<file path="src/rtl/lcd_stream.sv">
// HD44780 4-bit write-only driver: power-up wait, init/config, then 2x16 character refresh on cls.
// Optional LCD_PENDING_REFRESH_EN: a cls seen while busy queues one refresh for when IDLE is reached.
module lcd_stream #(
  parameter int POWERUP_CYC = 750000,
  parameter int E_CYC       = 12,
  parameter int NIB_GAP     = 50,
  parameter int CMD_WAIT    = 2000,
  parameter int CLR_WAIT    = 82000
) (
  input  logic         clk,
  input  logic         rst,
  input  logic         cls,
  input  logic [255:0] strdata,
  output logic         lcd_rs,
  output logic         lcd_rw,
  output logic         lcd_e,
  output logic [3:0]   lcd_d,
  output logic         busy
);

  typedef enum logic [2:0] {PWRUP, INIT, CFG, IDLE, ADDR1, LINE1, ADDR2, LINE2} state_t;
  typedef enum logic [1:0] {PH_SETUP, PH_E, PH_GAP, PH_WAIT} phase_t;

  localparam int MAX_A = (POWERUP_CYC > CLR_WAIT) ? POWERUP_CYC : CLR_WAIT;
  localparam int MAX_B = (CMD_WAIT > NIB_GAP) ? CMD_WAIT : NIB_GAP;
  localparam int MAX_C = (MAX_B > E_CYC) ? MAX_B : E_CYC;
  localparam int MAX_W = (MAX_A > MAX_C) ? MAX_A : MAX_C;
  localparam int CW    = $clog2(MAX_W + 1);

  localparam logic [CW-1:0] PWR_LAST = CW'(POWERUP_CYC - 1);
  localparam logic [CW-1:0] E_LAST   = CW'(E_CYC - 1);
  localparam logic [CW-1:0] GAP_LAST = CW'(NIB_GAP - 1);
  localparam logic [CW-1:0] CMD_LAST = CW'(CMD_WAIT - 1);
  localparam logic [CW-1:0] CLR_LAST = CW'(CLR_WAIT - 1);

  // Byte (or, in INIT, the nibble in bits [7:4]) carried by a given state/index.
  function automatic logic [7:0] byte_of(input state_t s, input logic [4:0] idx,
                                         input logic [255:0] b);
    byte_of = 8'h00;
    case (s)
      INIT:          byte_of = (idx[1:0] == 2'd3) ? 8'h20 : 8'h30;
      CFG: begin
        case (idx[1:0])
          2'd0:    byte_of = 8'h28;
          2'd1:    byte_of = 8'h0C;
          2'd2:    byte_of = 8'h06;
          default: byte_of = 8'h01;
        endcase
      end
      ADDR1:         byte_of = 8'h80;
      ADDR2:         byte_of = 8'hC0;
      LINE1, LINE2:  byte_of = b[(8'd255 - {idx, 3'b000}) -: 8];
      default:       byte_of = 8'h00;
    endcase
  endfunction

  state_t         state_q, state_d;
  phase_t         phase_q, phase_d;
  logic [CW-1:0]  cnt_q, cnt_d;
  logic [4:0]     idx_q, idx_d;
  logic           hi_q, hi_d;
  logic [255:0]   buf_q, buf_d;
  logic           e_q, e_d;
  logic           rs_q, rs_d;
  logic [3:0]     d_q, d_d;
  logic [7:0]     byte_d;
  logic [CW-1:0]  wait_last;
  logic           go;
`ifdef LCD_PENDING_REFRESH_EN
  logic           pend_q, pend_d;
  assign go = cls | pend_q;
`else
  assign go = cls;
`endif

  // NOTE: every always_comb output gets a default first so no path can infer a latch.
  always_comb begin
    state_d = state_q;
    phase_d = phase_q;
    cnt_d   = cnt_q;
    idx_d   = idx_q;
    hi_d    = hi_q;
    buf_d   = buf_q;
`ifdef LCD_PENDING_REFRESH_EN
    pend_d  = (state_q == IDLE) ? 1'b0 : (pend_q | cls);
`endif
    wait_last = (state_q == INIT || (state_q == CFG && idx_q[1:0] == 2'd3)) ? CLR_LAST : CMD_LAST;

    case (state_q)
      PWRUP: begin
        if (cnt_q == PWR_LAST) begin
          state_d = INIT;
          phase_d = PH_SETUP;
          cnt_d   = '0;
          idx_d   = '0;
          hi_d    = 1'b1;
        end else begin
          cnt_d = cnt_q + 1'b1;
        end
      end
      IDLE: begin
        if (go) begin
          buf_d   = strdata;
          state_d = ADDR1;
          phase_d = PH_SETUP;
          cnt_d   = '0;
          idx_d   = '0;
          hi_d    = 1'b1;
        end
      end
      default: begin
        unique case (phase_q)
          PH_SETUP: begin
            phase_d = PH_E;
            cnt_d   = '0;
          end
          PH_E: begin
            if (cnt_q == E_LAST) begin
              phase_d = PH_GAP;
              cnt_d   = '0;
            end else cnt_d = cnt_q + 1'b1;
          end
          PH_GAP: begin
            if (cnt_q == GAP_LAST) begin
              cnt_d = '0;
              // INIT nibbles are single; everything else sends the low nibble next.
              if (hi_q && state_q != INIT) begin
                hi_d    = 1'b0;
                phase_d = PH_SETUP;
              end else phase_d = PH_WAIT;
            end else cnt_d = cnt_q + 1'b1;
          end
          PH_WAIT: begin
            if (cnt_q == wait_last) begin
              cnt_d   = '0;
              hi_d    = 1'b1;
              phase_d = PH_SETUP;
              case (state_q)
                INIT:  begin
                  if (idx_q[1:0] == 2'd3) begin state_d = CFG; idx_d = '0; end
                  else idx_d = idx_q + 1'b1;
                end
                CFG:   begin
                  if (idx_q[1:0] == 2'd3) begin state_d = IDLE; idx_d = '0; end
                  else idx_d = idx_q + 1'b1;
                end
                ADDR1: begin state_d = LINE1; idx_d = '0; end
                LINE1: begin
                  if (idx_q == 5'd15) state_d = ADDR2;
                  idx_d = idx_q + 1'b1;
                end
                ADDR2: state_d = LINE2;
                LINE2: begin
                  if (idx_q == 5'd31) begin state_d = IDLE; idx_d = '0; end
                  else idx_d = idx_q + 1'b1;
                end
                default: ;
              endcase
            end else cnt_d = cnt_q + 1'b1;
          end
        endcase
      end
    endcase

    // Bus outputs are registered from the next state so they never glitch.
    byte_d = byte_of(state_d, idx_d, buf_d);
    e_d    = (state_d != PWRUP) && (state_d != IDLE) && (phase_d == PH_E);
    rs_d   = (state_d == LINE1) || (state_d == LINE2);
    d_d    = hi_d ? byte_d[7:4] : byte_d[3:0];
  end

  // NOTE: sequential state uses non-blocking assignments so all flops update together.
  always_ff @(posedge clk) begin
    if (rst) begin
      state_q <= PWRUP;
      phase_q <= PH_SETUP;
      cnt_q   <= '0;
      idx_q   <= '0;
      hi_q    <= 1'b1;
      e_q     <= 1'b0;
      rs_q    <= 1'b0;
      d_q     <= 4'h0;
`ifdef LCD_PENDING_REFRESH_EN
      pend_q  <= 1'b0;
`endif
    end else begin
      state_q <= state_d;
      phase_q <= phase_d;
      cnt_q   <= cnt_d;
      idx_q   <= idx_d;
      hi_q    <= hi_d;
      e_q     <= e_d;
      rs_q    <= rs_d;
      d_q     <= d_d;
`ifdef LCD_PENDING_REFRESH_EN
      pend_q  <= pend_d;
`endif
    end
  end

  // NOTE: the character buffer is pure storage, always written before it is read, so it has no reset.
  always_ff @(posedge clk) begin
    buf_q <= buf_d;
  end

  assign lcd_e  = e_q;
  assign lcd_rs = rs_q;
  assign lcd_d  = d_q;
  assign lcd_rw = 1'b0;
  assign busy   = (state_q != IDLE);

endmodule

</file>
<file path="config.mk">
export PLATFORM = sky130hd
export DESIGN_NAME = lcd_stream
export DESIGN_NICKNAME = d
export VERILOG_FILES = /design/src/rtl/lcd_stream.sv
export SDC_FILE = /design/constraint.sdc
export NUM_CORES = 1
export LEC_CHECK = 0
export ABC_AREA = 1
export CORE_ASPECT_RATIO = 1.25
export CORE_UTILIZATION = 45
export CTS_CLUSTER_DIAMETER = 200
export DETAILED_ROUTE_END_ITERATION = 10
export GPL_TIMING_DRIVEN = 1
export PLACE_DENSITY = 0.81
export SYNTH_ARGS = -nofsm -noshare
export SYNTH_HDL_FRONTEND = slang
export SYNTH_SLANG_ARGS = --single-unit
</file>
<file path="constraint.sdc">
create_clock -name clk -period 5.1 [get_ports clk]
set_clock_uncertainty 0.15 [all_clocks]
set_input_delay 1.53 -clock clk [delete_from_list [all_inputs] [get_ports clk]]
set_output_delay 1.53 -clock clk [all_outputs]
set_load 0.01 [all_outputs]
</file>
Word-level counts from Yosys, hierarchy flattened --
Index checks and enable logic that the tools add are counted.
Operators by class: reductions and logical operators 12, $add $sub $neg 3, equal/unequal tests 31, mux-type cells 47, shifts and indexed selects 1
Operator list (number):
- 2-to-1 mux 256 bit | 2
- indexed part select 263 x 9 -> 8 bit | 1
- 2-to-1 mux 20 bit | 5
- one-hot mux 20 bit (4 select lines) | 1
- one-hot mux 20 bit (2 select lines) | 1
- one-hot mux 8 bit (5 select lines) | 1
- 2-to-1 mux 5 bit | 7
- == test 3 bit, second input constant | 8
- 2-to-1 mux 3 bit | 8
- adder 20 x 1 -> 20 bit, second input constant | 1
- == test 20 x 17 -> 1 bit | 1
- == test 20 bit, second input constant | 1
- == test 20 x 4 -> 1 bit, second input constant | 1
- == test 20 x 6 -> 1 bit, second input constant | 1
- one-hot mux 5 bit (4 select lines) | 1
- one-hot mux 3 bit (6 select lines) | 1
- one-hot mux 6 bit (3 select lines) | 1
- 2-to-1 mux 17 bit | 1
- 2-to-1 mux 2 bit | 6
- == test 2 bit, second input constant | 5
- one-hot mux 5 bit (2 select lines) | 1
- == test 3 x 2 -> 1 bit, second input constant | 3
- one-hot mux 2 bit (4 select lines) | 1
- subtractor 8 bit, first input constant | 1
- other kinds (19) | 34
Storage, ports and cells: word-level logic and storage cells 103, register bits 293

Logic depth before layout (Yosys ltp) --
Gate-level depths: netlist of run 1.
word-level depth 12, depth in mapped cells 24, mapped depth without buffers 21

Worst setup path after synthesis of run 1 --
OpenSTA, ideal clock, no wires.
path kind input to register, start in cls, end reg d_q[2], in the netlist lcd_d[2], slack 1.757 ns, data arrival time 3.061 ns, setup time 0.131 ns, stages on the path 14, path through nor2_4 inv_2 nand2_1 inv_1 nand2_1 nand3_1 nand2_1 buf_2 buf_2 ha_1 nand2_1 nor2_1 o21ai_0 a21oi_1
Between the ends: word-level cells in the longest chain between the ends 6
Ends and longest elaborated chain:
- from (decl) | RTL line 12 | input logic cls,
- 2-to-1 mux 5 bit (*) | RTL line 102 | if (go) begin
- one-hot mux 5 bit (2 select lines) (*) | RTL line 89 | case (state_q)
- net idx_d[1] | RTL line 60 | logic [4:0] idx_q, idx_d;
- subtractor 8 bit, or another cell as far along | RTL line 52 | LINE1, LINE2: byte_of = b[(8'd255 - {idx, 3'b000}) -: 8];
- indexed part select 263 x 9 -> 8 bit or one-hot mux 6 bit (3 select lines) (tied branches) | RTL line 52, 43
- one-hot mux 8 bit (5 select lines) (*) | RTL line 40 | case (s)
- 2-to-1 mux 4 bit (*) | RTL line 169 | d_d = hi_d ? byte_d[7:4] : byte_d[3:0];
- to (signal assigned) | RTL line 182 | d_q <= 4'h0;
- to (signal assigned) | RTL line 194 | d_q <= d_d;
- to (decl) | RTL line 65 | logic [3:0] d_q, d_d;
The timed path passes the listed nets; every way through them passes the cells marked *. A chain may end at the register's enable or synchronous reset.

Final worst setup path of run 1 --
start in cls, end reg d_q[1], in the netlist lcd_d[1]
RTL lines:
- 2-to-1 mux 256 bit | RTL line 102
- 2-to-1 mux 256 bit | RTL line 89
- net buf_d[197] | RTL line 62 | logic [255:0] buf_q, buf_d;
- indexed part select 263 x 9 -> 8 bit | RTL line 52
- one-hot mux 8 bit (5 select lines) | RTL line 40
- 2-to-1 mux 4 bit | RTL line 169
The timed path passes the listed nets, and every way through them passes these cells.

==> flow_results.xml, run 1 <==
<?xml version="1.0" encoding="UTF-8"?>
<metrics>
  <group name="yosys">
    <metric name="synth_seq_cells" unit="">293</metric>
    <metric name="synth_top_area_share" unit="%">44.22</metric>
    <metric name="ys_seq_area_share" unit="%">44.22</metric>
    <metric name="ys_types" unit="">38</metric>
    <metric name="syn_nets" unit="">2300</metric>
    <metric name="synthCells" unit="">2030</metric>
    <metric name="synth_largest_area_cell" unit="">dfxtp_1</metric>
    <metric name="synth_top_cells_by_area" unit="">dfxtp_1 44%, nand2_1 31%, nand3_1 11%</metric>
    <metric name="synthesis.area" unit="sq mm">0.01327</metric>
    <metric name="syn_area_per_cell" unit="sq um">6.535</metric>
    <metric name="synth.yosys.warnings" unit="">0</metric>
  </group>
  <group name="detailed_routing">
    <metric name="routed_wl" unit="mm">40.61</metric>
    <metric name="routedWlPerCell" unit="um">15.37</metric>
    <metric name="num_vias" unit="">13520</metric>
    <metric name="detail_route.iter0.violations" unit="">947</metric>
    <metric name="avgViaCountPerCell" unit="">5.117</metric>
    <metric name="drcViolationCount" unit="">0</metric>
    <metric name="ant_nets" unit="">0</metric>
    <metric name="detail_route.first_pass.iterations" unit="">6</metric>
  </group>
  <group name="clock_network">
    <metric name="clk_path_buf_depth" unit="">3</metric>
    <metric name="tritoncts" unit="">done</metric>
    <metric name="number_of_setup_buffers_added_after_cts" unit="">0</metric>
    <metric name="cts.sink_count" unit="">293</metric>
    <metric name="numCtsBuffers" unit="">28</metric>
    <metric name="hold_buffers" unit="">0</metric>
    <metric name="h_tree_level_count" unit="">1</metric>
    <metric name="post_cts.resized_instances" unit="">0</metric>
    <metric name="clock_insertion_delay_worst_skew" unit="ns">0.56</metric>
    <metric name="cts_root_buffer" unit="">clkbuf_16</metric>
    <metric name="clk_pin_slew_worst_paths" unit="ns">0.06</metric>
  </group>
  <group name="layout">
    <metric name="num-nets-final" unit="">2502</metric>
    <metric name="finish.utilization" unit="%">59.55</metric>
    <metric name="area_delta_synth_final" unit="%">29.06</metric>
    <metric name="instances_no_fill" unit="">2643</metric>
    <metric name="nFillCells" unit="">2636</metric>
    <metric name="inserted_diodes" unit="">0</metric>
    <metric name="layout_cells_sized_above_1" unit="%">4.217</metric>
    <metric name="post-route-cell-area" unit="sq mm">0.01712</metric>
  </group>
  <group name="pwr">
    <metric name="switching_power" unit="mW">1.174</metric>
    <metric name="finalPower" unit="mW">5.124</metric>
    <metric name="power.sequential.fraction" unit="%">47.8</metric>
    <metric name="static-leakage-power" unit="nW">7.939</metric>
    <metric name="power.internal" unit="mW">3.951</metric>
    <metric name="clkPwrFrac" unit="%">42.4</metric>
    <metric name="worst_vdd_ir" unit="V">0.0002193</metric>
    <metric name="p_comb_share" unit="%">9.8</metric>
    <metric name="power_density" unit="mW/mm^2">299.3</metric>
    <metric name="sw_frac_of_total" unit="%">22.90</metric>
  </group>
  <group name="grt">
    <metric name="groute.usage.overall" unit="%">26.59</metric>
    <metric name="antenna_violations_before_repair" unit="">1</metric>
    <metric name="grt_pass1_vias" unit="">13050</metric>
    <metric name="gr-total-overflow" unit="">0</metric>
    <metric name="grt_first_pass_wirelength" unit="mm">64.90</metric>
    <metric name="grt_start_max_net_pins" unit="">139</metric>
  </group>
  <group name="sta">
    <metric name="slew-limit-headroom" unit="%">45.34</metric>
    <metric name="tns" unit="ns">0</metric>
    <metric name="drv_slew" unit="">0</metric>
    <metric name="timing.final.crit_period" unit="ns">4.067</metric>
    <metric name="setup_viol_count_final" unit="">0</metric>
    <metric name="rsz0062_at_grt" unit="">false</metric>
    <metric name="fmax" unit="GHz">0.2459</metric>
    <metric name="timing_worst_slew_pin_value" unit="ns">0.8190</metric>
    <metric name="timing_hold_violations_final" unit="">0</metric>
    <metric name="final.period_utilization" unit="%">79.75</metric>
  </group>
  <group name="setup_path">
    <metric name="critPathMostFrequentCell" unit="">nand2_1</metric>
    <metric name="worstSetupStartpointType" unit="">input port</metric>
    <metric name="worst_path_max_delay_cell" unit="">clkdlybuf4s50_1</metric>
    <metric name="crit_arrival" unit="ns">4.42</metric>
    <metric name="path_class" unit="">input port to flip-flop</metric>
    <metric name="path_buf_inv" unit="">4</metric>
    <metric name="critPathMaxFanout" unit="">116</metric>
    <metric name="critPathTopFamily" unit="">buffers and inverters</metric>
    <metric name="cpPeakStageDelay" unit="ns">0.52</metric>
    <metric name="cp_cell_sequence" unit="">clkdlybuf4s50_1 -&gt; inv_1 -&gt; nor2_4 -&gt; inv_8 -&gt; buf_12 -&gt; nand2_1 -&gt; nand2_1 -&gt; nand3_1 -&gt; nand3_1 -&gt; nand3_1 -&gt; nand3_1 -&gt; nand2_1 -&gt; nand2_1 -&gt; nand3_1 -&gt; nand2_1 -&gt; nand2_1 -&gt; nor2_1</metric>
    <metric name="cp.required" unit="ns">5.45</metric>
    <metric name="endpoint_kind" unit="">flip-flop</metric>
  </group>
  <group name="run_status">
    <metric name="outcome" unit="">finished clean</metric>
  </group>
  <group name="floorplanning">
    <metric name="die-height" unit="um">194.0</metric>
    <metric name="die_width" unit="um">155.6</metric>
    <metric name="io_pins" unit="">267</metric>
    <metric name="placeableCoreArea" unit="sq mm">0.02875</metric>
    <metric name="start_util" unit="%">46.14</metric>
    <metric name="floorplan.die_area" unit="sq mm">0.03017</metric>
    <metric name="num_rows" unit="">69</metric>
  </group>
  <group name="flow_run">
    <metric name="maxCapViolations" unit="">0</metric>
  </group>
  <group name="placed_design">
    <metric name="place.gp.congestion" unit="">0.8903</metric>
    <metric name="placedInstanceArea" unit="sq mm">0.01614</metric>
    <metric name="dp_hpwl" unit="mm">28.62</metric>
    <metric name="placed_cells" unit="">2592</metric>
    <metric name="io_buffers" unit="">265</metric>
  </group>
  <group name="hold_path">
    <metric name="min-delay-path-class" unit="">flip-flop to flip-flop</metric>
  </group>
</metrics>
[final cells by class]
| class | instances | area, sq um | area share (%) |
|---|---|---|---|
| clock buffers | 41 | 859.6 | 5.021 |
| clock inverters | 10 | 116.4 | 0.6797 |
| inverters | 71 | 275.3 | 1.608 |
| multi-input cells | 1551 | 6585 | 38.46 |
| flip-flops and latches | 293 | 5866 | 34.26 |
| well taps | 390 | 488.0 | 2.850 |
| repair buffers | 287 | 2930 | 17.12 |
[metrics by stage]
stage	hold WS, ns	setup slack [ns]
after global placement	0.2751	0.5265
after floorplan	0.2661	1.757
after detailed placement	0.2797	0.5317
after global routing	0.3096	0.9000
after CTS	0.2952	1.091
final	0.2943	1.033
[power by group through the flow]
stage | Clock (mW) | Combinational [mW] | Sequential [mW]
finish | 2.17 | 0.502 | 2.45
global route | 2.27 | 0.554 | 2.46
CTS | 2.18 | 0.502 | 2.45
detailed placement | 0 | 0.497 | 2.50
global placement | 0 | 0.490 | 2.50
floorplan | 0 | 0.225 | 2.49
[sequential cells by signal, indices dropped and copies added, names as in the netlist]
| name | count |
|---|---|
| buf_q | 256 |
| cnt_q | 20 |
| hi_q | 1 |
| idx_q | 5 |
| lcd_d | 4 |
| lcd_e | 1 |
| lcd_rs | 1 |
| phase_q | 2 |
| state_q | 3 |
[final timing paths]
kind,to,startpoint,slack [ns],cells past startpoint
min,buf_q[173],buf_q[173],0.29,2
min reg2reg,buf_q[173],buf_q[173],0.29,2
max reg2reg,lcd_d[0],idx_q[0],1.35,21
max,lcd_d[1],cls,1.03,17
[cells by family after synthesis]
group	after synthesis	share of synthesized area [%]
AO/OA/AOI/OAI	57	2.528
buffers and inverters	186	6.272
AND/OR/NAND/NOR	1475	45.45
other	1	0.02827
XOR/XNOR	7	0.4622
flip-flops	293	44.22
adder cells (fa/ha/maj)	11	1.038
[worst min-delay path, cell delays in order (launching register included)]
cell and delay [ns]:
dfxtp_1 0.30, nand2_1 0.05, nand2_1 0.06
[cells in the mapped netlist, drive strengths merged]
library cell  number
dfxtp            293
o31ai              3
nor3              18
ha                11
clkbuf            53
nor2              53
o311ai             2
a31oi              1
conb               1
inv               69
buf               62
and2               2
or2                2
a21oi             21
nand3            299
a211o              1
o21ai             20
o21bai             2
nor4               5
clkinv             2
xor2               7
nand4             10
o211ai             4
a211oi             2
o21a               1
nand2           1085
nand3b             1
[cells in the final DEF, fill, tap and decap left out, types with 2 or more instances in the layout]
master and instances:
nand2_1 1078, nand3_1 297, dfxtp_1 293, clkdlybuf4s50_1 265, inv_1 63, nor2_1 49
clkbuf_16 28, a21oi_1 19, nor3_1 18, o21ai_0 15, buf_4 13, ha_1 11
clkbuf_8 11, nand4_1 10, buf_12 9, xor2_1 7, clkinv_2 6, inv_2 5
nand2_2 5, nor4_1 5, o21ai_1 5, o211ai_1 4, nor2_4 3, o31ai_1 3
nand3_2 2, a21oi_2 2, and2_1 2, o21bai_1 2, nand2_4 2, a211oi_1 2
o311ai_0 2, or2_2 2, bufinv_16 2, clkbuf_1 2, clkinvlp_4 2
[layer usage]
layer / global-route usage, % / share of wire, % / vias up
met2: 45.94 / 48 / 527
met3: 2.794 / 6.0 / 111
li1: - / - / 6798
met1: 33.43 / 42 / 6086
met4: 11.18 / 4.3 / 2
met5: 0 / 0.076 / -
Note: power is estimated with default switching activity, not from simulation.
==> inputs of run 2 (changes only) <==
Clock period 5.1 ns to 3.88 ns, I/O delays scaled along.
==> run 2 against run 1 <==
- design area increased by 1.5%
- die area unchanged
- routed wire length increased by 3.2%
- critical endpoint is now lcd_d[0]
- highest routed layer unchanged
- worst hold slack about the same
- sequential power increased by 31%
- register-to-register slack got worse by 0.96 ns
- cell count increased by 0.95%
- combinational power increased by 36%
- via count increased by 2.7%
- sequential cell count unchanged
==> flow_results.xml, run 2 (same netlist as run 1, synthesis figures left out) <==
<?xml version="1.0" encoding="UTF-8"?>
<metrics>
  <group name="hold_path">
    <metric name="min_path_cells" unit="">2</metric>
    <metric name="min-delay-path-class" unit="">flip-flop to flip-flop</metric>
  </group>
  <group name="pwr">
    <metric name="finalPower" unit="mW">6.733</metric>
    <metric name="power_density" unit="mW/mm^2">387.5</metric>
    <metric name="sw_frac_of_total" unit="%">23.16</metric>
    <metric name="clkPwrFrac" unit="%">42.0</metric>
    <metric name="switching_power" unit="mW">1.559</metric>
    <metric name="worst_vdd_ir" unit="V">0.0002908</metric>
    <metric name="p_comb_share" unit="%">10.1</metric>
    <metric name="power.sequential.fraction" unit="%">47.9</metric>
    <metric name="power.internal" unit="mW">5.174</metric>
    <metric name="static-leakage-power" unit="nW">8.080</metric>
  </group>
  <group name="floorplanning">
    <metric name="io_pins" unit="">267</metric>
    <metric name="die-height" unit="um">194.0</metric>
    <metric name="die_width" unit="um">155.6</metric>
    <metric name="floorplan.die_area" unit="sq mm">0.03017</metric>
    <metric name="placeableCoreArea" unit="sq mm">0.02875</metric>
    <metric name="num_rows" unit="">69</metric>
    <metric name="start_util" unit="%">46.14</metric>
  </group>
  <group name="setup_path">
    <metric name="worstSetupStartpointType" unit="">flip-flop</metric>
    <metric name="critPathMaxFanout" unit="">28</metric>
    <metric name="crit_arrival" unit="ns">3.80</metric>
    <metric name="cp.required" unit="ns">4.19</metric>
    <metric name="critPathMostFrequentCell" unit="">nand2_1</metric>
    <metric name="endpoint_kind" unit="">flip-flop</metric>
    <metric name="cpPeakStageDelay" unit="ns">0.38</metric>
    <metric name="cp_cell_sequence" unit="">ha_1 -&gt; nand2_1 -&gt; nor2_1 -&gt; nand4_1 -&gt; o21bai_1 -&gt; nand2_1 -&gt; inv_1 -&gt; nand2_1 -&gt; nand3_1 -&gt; nand2_4 -&gt; inv_2 -&gt; buf_4 -&gt; nand3_1 -&gt; nand3_1 -&gt; nand3_1 -&gt; nand2_1 -&gt; nand2_1 -&gt; nand2_1 -&gt; o21bai_1 -&gt; inv_1 -&gt; nor2_1</metric>
    <metric name="critPathTopFamily" unit="">simple AND/OR/NAND/NOR gates</metric>
    <metric name="rr_worst_depth" unit="">21</metric>
    <metric name="path_class" unit="">flip-flop to flip-flop</metric>
    <metric name="path_buf_inv" unit="">4</metric>
    <metric name="crit_cells" unit="">21</metric>
    <metric name="worst_path_max_delay_cell" unit="">dfxtp_1</metric>
  </group>
  <group name="detailed_routing">
    <metric name="routed_wl" unit="mm">41.92</metric>
    <metric name="detail_route.iter0.violations" unit="">1104</metric>
    <metric name="num_vias" unit="">13890</metric>
    <metric name="detail_route.first_pass.iterations" unit="">6</metric>
    <metric name="drcViolationCount" unit="">0</metric>
    <metric name="ant_nets" unit="">0</metric>
    <metric name="routedWlPerCell" unit="um">15.71</metric>
    <metric name="avgViaCountPerCell" unit="">5.207</metric>
  </group>
  <group name="layout">
    <metric name="regMostFlops" unit="">buf_q</metric>
    <metric name="num-nets-final" unit="">2527</metric>
    <metric name="instances_no_fill" unit="">2668</metric>
    <metric name="top_regs" unit="">buf_q: 256 flops, cnt_q: 20 flops, idx_q: 5 flops</metric>
    <metric name="layout_cells_sized_above_1" unit="%">5.048</metric>
    <metric name="mostFrequentLayoutCells" unit="">1078 x nand2_1, 297 x nand3_1, 293 x dfxtp_1, 265 x clkdlybuf4s50_1, 63 x inv_1</metric>
    <metric name="area_delta_synth_final" unit="%">30.98</metric>
    <metric name="post-route-cell-area" unit="sq mm">0.01737</metric>
    <metric name="finish.utilization" unit="%">60.43</metric>
    <metric name="largest_register_ffs" unit="">256</metric>
    <metric name="inserted_diodes" unit="">0</metric>
    <metric name="layout.cells.most_common" unit="">nand2_1</metric>
    <metric name="nFillCells" unit="">2580</metric>
  </group>
  <group name="grt">
    <metric name="groute.usage.overall" unit="%">27.12</metric>
    <metric name="grt_pass1_vias" unit="">13380</metric>
    <metric name="grt_first_pass_wirelength" unit="mm">66.28</metric>
    <metric name="gr-total-overflow" unit="">0</metric>
    <metric name="grt_start_max_net_pins" unit="">83</metric>
    <metric name="antenna_violations_before_repair" unit="">1</metric>
  </group>
  <group name="clock_network">
    <metric name="tritoncts" unit="">done</metric>
    <metric name="post_cts.resized_instances" unit="">0</metric>
    <metric name="clock_insertion_delay_worst_skew" unit="ns">0.56</metric>
    <metric name="h_tree_level_count" unit="">1</metric>
    <metric name="clk_path_buf_depth" unit="">3</metric>
    <metric name="numCtsBuffers" unit="">29</metric>
    <metric name="cts_root_buffer" unit="">clkbuf_16</metric>
    <metric name="number_of_setup_buffers_added_after_cts" unit="">0</metric>
    <metric name="clk_pin_slew_worst_paths" unit="ns">0.06</metric>
    <metric name="hold_buffers" unit="">0</metric>
    <metric name="cts.sink_count" unit="">293</metric>
  </group>
  <group name="sta">
    <metric name="setup_viol_count_final" unit="">0</metric>
    <metric name="timing_worst_slew_pin_value" unit="ns">0.6051</metric>
    <metric name="rsz0062_at_grt" unit="">false</metric>
    <metric name="timing.hold.ws" unit="ns">0.2946</metric>
    <metric name="slew-limit-headroom" unit="%">59.62</metric>
    <metric name="final.period_utilization" unit="%">89.98</metric>
    <metric name="final.setup.worst_slack" unit="ns">0.3889</metric>
    <metric name="fmax" unit="GHz">0.2864</metric>
    <metric name="timing.final.crit_period" unit="ns">3.491</metric>
    <metric name="tns" unit="ns">0</metric>
    <metric name="drv_slew" unit="">0</metric>
    <metric name="timing_hold_violations_final" unit="">0</metric>
  </group>
  <group name="placed_design">
    <metric name="placedInstanceArea" unit="sq mm">0.01641</metric>
    <metric name="place.gp.congestion" unit="">0.9160</metric>
    <metric name="dp_hpwl" unit="mm">29.64</metric>
    <metric name="preCtsSetupSlack" unit="ns">-0.01656</metric>
    <metric name="placed_cells" unit="">2616</metric>
    <metric name="io_buffers" unit="">265</metric>
  </group>
  <group name="run_status">
    <metric name="outcome" unit="">finished clean</metric>
  </group>
  <group name="flow_run">
    <metric name="maxCapViolations" unit="">0</metric>
  </group>
</metrics>
run 2: changes by cell type in the layout (fill, tap and decap cells not counted), sizes merged:
| cell | before | now |
|---|---|---|
| inv | 69 | 70 |
| clkinvlp | 2 | 1 |
| buf | 22 | 46 |
| clkinv | 8 | 5 |
| clkbuf | 41 | 46 |
| bufinv | 2 | 1 |
run 2: cell type report:
cell class / instances / area, sq um / area share, %
clock buffer: 46 / 889.6 / 5.120
inverter: 71 / 275.3 / 1.584
sequential: 293 / 5866 / 33.76
clock inverter: 6 / 72.57 / 0.4177
timing repair buffer: 311 / 3198 / 18.41
tap: 390 / 488.0 / 2.809
multi-input combinational: 1551 / 6585 / 37.90
run 2: worst paths after layout:
path / slack [ns] / startpoint / to
worst min register to register: 0.29 / buf_q[170] / buf_q[170]
worst max-delay path: 0.39 / cnt_q[0] / lcd_d[0]
worst min-delay path: 0.29 / buf_q[170] / buf_q[170]
worst max register to register: 0.39 / cnt_q[0] / lcd_d[0]
run 2: power groups by stage:
stage | Sequential [mW] | Combinational [mW] | Clock, mW
3_5_place_dp | 3.29 | 0.672 | 0
2_1_floorplan | 3.27 | 0.296 | 0
6_report | 3.22 | 0.681 | 2.83
5_1_grt | 3.24 | 0.746 | 2.97
3_3_place_gp | 3.28 | 0.661 | 0
4_1_cts | 3.22 | 0.678 | 2.86
run 2: layer usage:
metal	wire [um]	up-vias	GRT usage [%]
li1	-	6847	-
met3	3122	117	3.621
met5	13	-	0
met2	20340	654	46.55
met4	1770	2	12.67
met1	16680	6272	33.38
run 2: tightest hold or removal path: stages, from the launching register on:
cell and delay, ns:
dfxtp_1 0.31, nand2_1 0.05, nand2_1 0.06
==> inputs of run 3 (changes only) <==
Settings changed: CAP_MARGIN from default to 10, GPL_TIMING_DRIVEN 1 to 0.
==> run 3 against run 2 <==
- worst setup slack got worse by 0.26 ns
- die area did not move
- cell count rose by 2.8%
- highest routed layer is now met4
==> flow_results.xml, run 3 (same netlist as run 1, synthesis figures left out) <==
<?xml version="1.0" encoding="UTF-8"?>
<metrics>
  <group name="placed_design">
    <metric name="place.gp.congestion" unit="">0.9362</metric>
    <metric name="dp_hpwl" unit="mm">33.10</metric>
    <metric name="io_buffers" unit="">264</metric>
  </group>
  <group name="setup_path">
    <metric name="path_buf_inv" unit="">6</metric>
    <metric name="rr_worst_depth" unit="">22</metric>
    <metric name="ff2ff_setup_slack" unit="ns">0.21</metric>
    <metric name="cpPeakStageDelay" unit="ns">0.46</metric>
    <metric name="critPathMostFrequentCell" unit="">nand3_1</metric>
    <metric name="crit_arrival" unit="ns">4.07</metric>
    <metric name="cp.required" unit="ns">4.20</metric>
    <metric name="r2r-end" unit="">lcd_d[1]</metric>
    <metric name="crit_cells" unit="">17</metric>
    <metric name="worstSetupStartpointType" unit="">input port</metric>
    <metric name="reg2reg_from" unit="">idx_q[0]</metric>
    <metric name="worst_path_max_delay_cell" unit="">clkdlybuf4s50_1</metric>
    <metric name="critPathMaxFanout" unit="">11</metric>
    <metric name="cp_cell_sequence" unit="">clkdlybuf4s50_1 -&gt; nor2_4 -&gt; inv_2 -&gt; nand2_1 -&gt; inv_2 -&gt; nand2_1 -&gt; nand3_1 -&gt; nand2_1 -&gt; buf_2 -&gt; buf_2 -&gt; nand3_1 -&gt; nand3_1 -&gt; nand3_1 -&gt; a21oi_1 -&gt; o21bai_1 -&gt; inv_1 -&gt; nor2_1</metric>
    <metric name="critPathTopFamily" unit="">buffers and inverters</metric>
    <metric name="path_class" unit="">input port to flip-flop</metric>
    <metric name="endpoint_kind" unit="">flip-flop</metric>
  </group>
  <group name="hold_path">
    <metric name="min_path_cells" unit="">2</metric>
    <metric name="worst_hold_path.endpoint" unit="">buf_q[40]</metric>
    <metric name="min-delay-path-class" unit="">flip-flop to flip-flop</metric>
    <metric name="hp-start" unit="">buf_q[40]</metric>
  </group>
  <group name="grt">
    <metric name="gr-total-overflow" unit="">0</metric>
    <metric name="groute.usage.overall" unit="%">28.82</metric>
    <metric name="top_usage_layer" unit="">met2</metric>
    <metric name="grt_first_pass_wirelength" unit="mm">69.24</metric>
    <metric name="antenna_violations_before_repair" unit="">0</metric>
    <metric name="grt_use_met1" unit="%">34.14</metric>
    <metric name="groute.layer.met3.usage" unit="%">4.180</metric>
    <metric name="global_route.usage.met2" unit="%">50.59</metric>
    <metric name="grt_pass1_vias" unit="">13850</metric>
    <metric name="grt_start_max_net_pins" unit="">16</metric>
  </group>
  <group name="sta">
    <metric name="timing.final.crit_period" unit="ns">3.748</metric>
    <metric name="rsz0062_at_grt" unit="">false</metric>
    <metric name="timing_worst_slew_pin_value" unit="ns">0.7413</metric>
    <metric name="drv_slew" unit="">0</metric>
    <metric name="final.period_utilization" unit="%">96.59</metric>
    <metric name="slew-limit-headroom" unit="%">50.25</metric>
    <metric name="timing_hold_violations_final" unit="">0</metric>
    <metric name="fmax" unit="GHz">0.2668</metric>
    <metric name="setup_viol_count_final" unit="">0</metric>
  </group>
  <group name="layout">
    <metric name="layout.cells.most_common" unit="">nand2_1</metric>
    <metric name="regMostFlops" unit="">buf_q</metric>
    <metric name="mostFrequentLayoutCells" unit="">1080 x nand2_1, 297 x nand3_1, 293 x dfxtp_1, 264 x clkdlybuf4s50_1, 61 x inv_1</metric>
    <metric name="inserted_diodes" unit="">0</metric>
    <metric name="top_regs" unit="">buf_q: 256 flops, cnt_q: 20 flops, idx_q: 5 flops</metric>
    <metric name="finish.utilization" unit="%">60.95</metric>
    <metric name="layout_cells_sized_above_1" unit="%">6.335</metric>
    <metric name="area_delta_synth_final" unit="%">32.09</metric>
    <metric name="num-nets-final" unit="">2598</metric>
    <metric name="largest_register_ffs" unit="">256</metric>
  </group>
  <group name="detailed_routing">
    <metric name="routed_wl" unit="mm">44.14</metric>
    <metric name="detail_route.iter0.violations" unit="">1126</metric>
    <metric name="detail_route.first_pass.iterations" unit="">7</metric>
    <metric name="drcViolationCount" unit="">0</metric>
    <metric name="ant_nets" unit="">0</metric>
    <metric name="routedWlPerCell" unit="um">16.10</metric>
    <metric name="avgViaCountPerCell" unit="">5.163</metric>
    <metric name="num_vias" unit="">14160</metric>
  </group>
  <group name="pwr">
    <metric name="static-leakage-power" unit="nW">8.200</metric>
    <metric name="p_comb_share" unit="%">9.7</metric>
    <metric name="finalPower" unit="mW">7.043</metric>
    <metric name="switching_power" unit="mW">1.636</metric>
    <metric name="worst_vdd_ir" unit="V">0.0002952</metric>
    <metric name="power.internal" unit="mW">5.407</metric>
    <metric name="clkPwrFrac" unit="%">44.5</metric>
    <metric name="power.sequential.fraction" unit="%">45.7</metric>
    <metric name="power_density" unit="mW/mm^2">402.0</metric>
    <metric name="sw_frac_of_total" unit="%">23.23</metric>
  </group>
  <group name="clock_network">
    <metric name="tritoncts" unit="">done</metric>
    <metric name="numCtsBuffers" unit="">30</metric>
    <metric name="clk_pin_slew_worst_paths" unit="ns">0.06</metric>
    <metric name="cts.sink_count" unit="">293</metric>
    <metric name="h_tree_level_count" unit="">1</metric>
    <metric name="clock_insertion_delay_worst_skew" unit="ns">0.58</metric>
    <metric name="clk_path_buf_depth" unit="">3</metric>
    <metric name="cts_root_buffer" unit="">clkbuf_16</metric>
  </group>
  <group name="run_status">
    <metric name="outcome" unit="">finished clean</metric>
  </group>
  <group name="floorplanning">
    <metric name="start_util" unit="%">46.14</metric>
    <metric name="floorplan.die_area" unit="sq mm">0.03017</metric>
    <metric name="die_width" unit="um">155.6</metric>
    <metric name="io_pins" unit="">267</metric>
    <metric name="num_rows" unit="">69</metric>
    <metric name="placeableCoreArea" unit="sq mm">0.02875</metric>
    <metric name="die-height" unit="um">194.0</metric>
  </group>
  <group name="flow_run">
    <metric name="maxCapViolations" unit="">0</metric>
  </group>
</metrics>
## run 3: how the worst max path moves through the flow
stage / from / to / slack (ns)
2_1_floorplan: cls / lcd_d[2] / 0.90
3_3_place_gp: cls / lcd_d[1] / -0.80
3_5_place_dp: cls / lcd_d[1] / -0.89
4_1_cts: cls / lcd_d[1] / 0.01
5_1_grt: cnt_q[0] / lcd_d[1] / 0.01
6_report: cls / lcd_d[0] / 0.13
## run 3: what timing repair did
| action | in CTS | in global routing |
|---|---|---|
| hold buffers | 0 | 0 |
| buffers inserted | 0 | 2 |
| gates resized for setup | 4 | 19 |
| endpoints found under the setup margin | 4 | 4 |
| pin swaps | 0 | 2 |
| endpoints found under the hold margin | 0 | 0 |
## run 3: per-layer routing
layer	part of all wire (%)	vias to the layer above	wire length, um
li1	-	7003	-
met1	40	6421	17480
met3	7.3	130	3237
met2	48	604	21380
met4	4.6	0	2047
met5	0	-	0
## run 3: cell type report
class	instances	area, sq um
plain buffers	115	581.8
clock buffers	39	844.6
clock inverters	17	240.2
fillers	2642	11230
inverters	71	266.5
multi-input cells	1551	6578
flip-flops and latches	293	5866
well taps	390	488.0
repair buffers	266	2658
## run 3: power groups by stage
stage | clock network, mW | logic [mW] | registers (mW)
4_1_cts | 3.15 | 0.674 | 3.22
5_1_grt | 3.28 | 0.750 | 3.23
3_5_place_dp | 0 | 0.667 | 3.29
6_report | 3.14 | 0.685 | 3.22
3_3_place_gp | 0 | 0.655 | 3.28
2_1_floorplan | 0 | 0.296 | 3.27
## run 3: tightest hold or removal path: stages (launching register included)
cell     delay [ns]
dfxtp_1        0.30
nand2_1        0.05
nand2_1        0.06
## run 3: stage by stage
stage	instances	setup slack, ns	cell area, sq um	hold WS [ns]	setup TNS [ns]
global placement	2684	-0.7961	16400	0.2742	-3.315
detailed placement	2684	-0.8950	16400	0.2801	-3.907
global route	2742	0.01079	17520	0.3095	0
CTS	2740	0.01331	17490	0.2958	0
floorplan	2030	0.9033	13270	0.2661	0
finish	2742	0.1324	17520	0.2946	0
==> patch 1, RTL diff (config.mk and constraints of run 1) <==
Set the parameter `CLR_WAIT` to 328000 (it was 82000).
--- a/src/rtl/lcd_stream.sv
+++ b/src/rtl/lcd_stream.sv
@@ -7,3 +7,3 @@
   parameter int CMD_WAIT    = 2000,
-  parameter int CLR_WAIT    = 82000
+  parameter int CLR_WAIT    = 328000
 ) (
Formal check against the unedited RTL: no difference found for any inputs over 10 cycles, from zero or initial values and one cycle with rst high; that may be too few to reach the edited logic, so the function may still have changed.
==> patch 1 against run 1 <==
- cell area is 3.8% higher
- area after synthesis is 4.9% higher
- power is 5.1% higher
- wire length is 4.9% higher
- worst setup slack better by 9.0 ps
- global-route usage hardly changed
- sequential share of layout area is 1.3 points lower
- synthesized cell count is 1.7% higher
- sequential cell count stayed put
- largest power group unchanged
- highest routed layer is now met4
==> patch 1: results (changes against run 1) <==
pwr:
  p_leak_nw: 8.79  # +11%
  ir_drop_mv: 0.255  # +16%
grt:
  grt_busiest_layer: "met2"
  grt_use_met3: 0.0348  # +0.00688
  antenna_found_initial: 1  # unchanged
  grt_use_met1: 0.310  # -0.0245
  grt_first_pass_wirelength_microns: 67700  # +4.3%
  gr-usage-all-layers: 0.266  # about the same
  grt_max_degree: 81  # -42%
  use_met2: 0.481  # +0.0221
  grt_pass1_vias: 13463  # +3.2%
routing:
  wl_microns: 42600  # +4.9%
  dr.pass1.iters: 7  # +1
  drt_first_iter_violations: 1117  # +18%
  via_count: 13727  # +1.5%
logic_synthesis:
  yosys_warnings: 0  # unchanged
  synth_fp_nets: 2330  # +1.3%
  postSynthCellCount: 2064  # +1.7%
  synth_top_cells_by_area: "dfxtp_1 42%, nand2_1 18%, or2_2 6.3%"
  synth_cell_types: 45  # +18%
  ys.flop_type: "dfxtp_1"
  ys_seq_area_frac: 0.422  # -0.0205
  synthTopCellsByCount: "651 x nand2_1, 293 x dfxtp_1, 208 x inv_1"
cts:
  clockBufferDepth: 3  # unchanged
  cts_resized: 0  # unchanged
  post_cts_buffers: 0  # unchanged
  cts_buffers: 28  # unchanged
  cts-htree-levels: 1  # unchanged
  worstSkewPairLatency_ps: 550
worst_setup_path:
  worst-endpoint-arrival_ps: 4360  # -60 ps
  r2r-end: "lcd_d[3]"
  reg2reg_depth: 24  # +14%
  crit_path_max_fanout: 43  # -63%
  rrSetupSlack_ps: 1140  # -210 ps
  cp_slowest_cell: "clkdlybuf4s50_1"
  r2r-start: "idx_q[0]"
finish:
  n_fill_cell: 2745  # +4.1%
  layout-drive-gt1-share: 0.111  # +0.0688
  fin_nets: 2545  # +1.7%
  fin_cells: 2702  # +2.2%
timing:
  fin_ws_ps: 1040  # +8.96 ps
  tightestPinTransition_ps: 733  # -86.3 ps
  hold_ws_ps: 291  # -2.87 ps
status:
  status: "finished clean"
placed_design:
  pre_cts_ws_ps: 517  # -15.0 ps
  portBuffers: 265  # unchanged
  gp_congestion: 0.912  # +2.4%
  place_area_sq_mm: 0.0168  # +4.0%
  hpwlAfterDp_microns: 30400  # +6.0%
worst_hold_path:
  hold_end: "buf_q[238]"
  worstHoldStart: "buf_q[238]"
  hold_path.class: "reg2reg"
  min_delay_path_depth: 2  # unchanged
-- patch 1: cell count changes in the layout (fill, tap and decap cells not counted), moves of 15 or more --
cell / change
nor2_1: +134
inv_1: +144
nand2_1: -428
nand3_1: -147
o21ai_0: +146
or2_2: +139
o21ai_1: +15
-- patch 1: metal layers --
metal	vias up	share of wire	wire [microns]
met5	-	0	0
met4	0	0.044	1890
met3	117	0.068	2910
met2	594	0.49	21000
met1	6179	0.40	16900
li1	6837	-	-
-- patch 1: area by class of cell --
cell class	count	area [sq um]	share of cell area
Antenna cell	2	5.00	0.000282
Clock buffer	41	831	0.0467
Clock inverter	9	155	0.00873
Inverter	224	848	0.0477
Multi-Input combinational cell	1439	6640	0.374
Sequential cell	293	5870	0.330
Tap cell	401	502	0.0282
Timing Repair Buffer	293	2930	0.165
-- patch 1: where the power goes --
| group | switching (mW) | internal (mW) | leakage (nW) | total [mW] |
|---|---|---|---|---|
| Combinational | 0.351 | 0.355 | 5.86 | 0.706 |
| Sequential | 0.0385 | 2.42 | 2.44 | 2.46 |
| Clock | 0.895 | 1.33 | 0.481 | 2.22 |
| Total | 1.28 | 4.10 | 8.79 | 5.39 |
-- patch 1: logic make-up (layout without fill, tap and decap cells) --
| kind of cell | count (synthesis) | after routing | share of synthesized area |
|---|---|---|---|
| compound gates | 216 | 216 | 0.0804 |
| xor+xnor | 9 | 9 | 0.00567 |
| fa+ha+maj | 7 | 7 | 0.00630 |
| buf+inv | 332 | 567 | 0.101 |
| flops | 293 | 293 | 0.422 |
| mux | 9 | 9 | 0.00648 |
| other cells | 1 | 3 | 0.000270 |
| simple gates | 1197 | 1197 | 0.378 |
-- patch 1: critical path, delay by kind of cell --
family | cells | cell delay (ps)
AND/OR/NAND/NOR | 11 | 1150
buffers and inverters | 4 | 1180
AO/OA/AOI/OAI | 1 | 480
==> patch 2, RTL diff (settings of run 1) <==
Made on the original files. Encoding of `phase_t`: now one-hot (4 bits for 4 values).
--- a/src/rtl/lcd_stream.sv
+++ b/src/rtl/lcd_stream.sv
@@ -21,3 +21,3 @@
   typedef enum logic [2:0] {PWRUP, INIT, CFG, IDLE, ADDR1, LINE1, ADDR2, LINE2} state_t;
-  typedef enum logic [1:0] {PH_SETUP, PH_E, PH_GAP, PH_WAIT} phase_t;
+  typedef enum logic [3:0] {PH_SETUP = 4'b0001, PH_E = 4'b0010, PH_GAP = 4'b0100, PH_WAIT = 4'b1000} phase_t;
 
Formal check against the unedited RTL: same outputs for any inputs over 10 cycles, from zero or initial values and one cycle with rst high; not proved beyond that.
==> patch 2 against run 1 <==
- wire length increased by 7.8%
- die area increased by 0.13%
- cell area increased by 0.80%
- clock power about the same
- worst setup slack improved by 57 ps
- area after synthesis increased by 0.13%
- register-to-register slack improved by 90 ps
- power increased by 1.6%
- final cell count decreased by 0.23%
- combinational power increased by 3%
- critical endpoint is now lcd_d[2]
- via count increased by 1.4%
- sequential cell count increased by 2
==> patch 2: results (changes against run 1) <==
status:
  status: "finished clean"
finish:
  layout-drive-gt1-share: 0.0548  # +0.0126
  fin_nets: 2494  # -0.32%
  n_fill_cell: 2643  # +0.27%
  reg_top3: "buf_q x256, cnt_q x20, idx_q x5"
cts:
  cts_resized: 0  # unchanged
  cts_buffers: 29  # +3.6%
  clockBufferDepth: 3  # unchanged
  post_cts_buffers: 0  # unchanged
  worstSkewPairLatency_ps: 550
  clk_pin_slew_ps: 70
  cts_root_buffer: "clkbuf_16"
  cts-htree-levels: 1  # unchanged
worst_setup_path:
  reg2reg_depth: 22  # +4.8%
  worst-endpoint-arrival_ps: 4330  # -90 ps
  crit_path_max_fanout: 53  # -54%
  r2r-start: "idx_q[0]"
  r2r-end: "lcd_d[3]"
  rrSetupSlack_ps: 1440  # +90 ps
placed_design:
  gp_congestion: 0.893  # +0.25%
  portBuffers: 265  # unchanged
  hpwlAfterDp_microns: 31700  # +11%
grt:
  grt_pass1_vias: 13443  # +3.0%
  grt_max_degree: 137  # -1.4%
  grt_first_pass_wirelength_microns: 68500  # +5.6%
  gr-usage-all-layers: 0.284  # +0.0185
  antenna_found_initial: 1  # unchanged
routing:
  wl_per_cell_microns: 16.6  # +8.0%
  routed_via_density: 5.20  # +1.6%
  dr.pass1.iters: 7  # +1
  drt_first_iter_violations: 1250  # +32%
worst_hold_path:
  hold_end: "buf_q[3]"
  min_delay_path_depth: 2  # unchanged
  hold_path.class: "reg2reg"
  worstHoldStart: "buf_q[3]"
pwr:
  switching_share: 0.232  # +0.00329
  p_leak_nw: 7.98  # +0.49%
  ir_drop_mv: 0.236  # +7.7%
logic_synthesis:
  synth_top_cells_by_area: "dfxtp_1 44%, nand2_1 28%, nand3_1 11%"
  yosys_warnings: 0  # unchanged
  ys_seq_area_frac: 0.445  # +0.00243
  ys.flop_type: "dfxtp_1"
  synth_fp_nets: 2280  # -0.87%
  synthTopCellsByCount: "990 x nand2_1, 303 x nand3_1, 295 x dfxtp_1"
  synth_cell_types: 44  # +16%
  async_reset_ff_frac: 0  # unchanged
timing:
  hold_ws_ps: 296  # +1.96 ps
  slew_headroom: 0.486  # +0.0323
==> patch 2: cell types whose count changed in the layout (fill, tap and decap cells not counted), moves of 12 or more <==
cell | before | now
buf_4 | 13 | 25
or2_2 | 2 | 17
nand2_1 | 1078 | 988
a21oi_1 | 19 | 35
o21ai_0 | 15 | 28
==> patch 2: power groups by stage <==
stage | registers, mW | clock network, mW | logic, mW
6_report | 2.52 | 2.17 | 0.517
5_1_grt | 2.53 | 2.28 | 0.573
2_1_floorplan | 2.56 | 0 | 0.232
3_3_place_gp | 2.56 | 0 | 0.504
3_5_place_dp | 2.57 | 0 | 0.509
4_1_cts | 2.52 | 2.19 | 0.516
==> patch 2: critical path: stages <==
cell,delay [ps]
clkdlybuf4s50_1,470
nor2_4,230
inv_2,130
nand2_1,130
inv_2,90
o21ai_4,170
buf_4,530
nand3_1,230
nand3_1,160
nand3_1,80
nand3_1,100
nand3_1,90
nand3_1,110
nand3_1,100
a21oi_1,140
==> patch 2: final cells by class <==
| cell class | instances | share of cell area |
|---|---|---|
| tap | 390 | 0.0283 |
| clock buffer | 40 | 0.0479 |
| timing repair buffer | 298 | 0.174 |
| sequential | 295 | 0.342 |
| multi-input combinational | 1519 | 0.381 |
| clock inverter | 13 | 0.00827 |
| inverter | 81 | 0.0181 |
| antenna | 1 | 0.000145 |
==> patch 2: stage by stage <==
step           setup slack, ps  instances   util  cell area (sq um)
6_report                  1090       2637  0.600              17300
5_1_grt                    907       2637  0.600              17300
4_1_cts                   1130       2636  0.600              17300
3_5_place_dp               567       2583  0.566              16300
3_3_place_gp               655       2583  0.566              16300
2_1_floorplan             1730       2010      -              13300
==> patch 2: kinds of logic after synthesis <==
logic type,Yosys count,synth area share
AOI/OAI and AO/OA,99,0.0439
DFF,295,0.445
adders and majority gates,11,0.0104
xor gates and xnor gates,8,0.00528
other,1,0.000282
and+or+nand+nor,1400,0.435
buffers and inverters,196,0.0608
==> patch 2: worst max-delay path by stage <==
stage          slack (ps)  endpoint  startpoint
4_1_cts              1130  lcd_d[3]         cls
5_1_grt               910  lcd_d[3]         cls
6_report             1090  lcd_d[2]         cls
3_3_place_gp          650  lcd_d[3]         cls
2_1_floorplan        1730  lcd_d[1]         cls
3_5_place_dp          570  lcd_d[3]         cls
==> patch 2: per-layer routing <==
| metal | up-vias | part of all wire | GRT usage |
|---|---|---|---|
| li1 | 6808 | - | - |
| met1 | 6220 | 0.40 | 0.339 |
| met2 | 544 | 0.49 | 0.499 |
| met3 | 138 | 0.058 | 0.0284 |
| met4 | 0 | 0.054 | 0.154 |
| met5 | - | 0 | 0 |
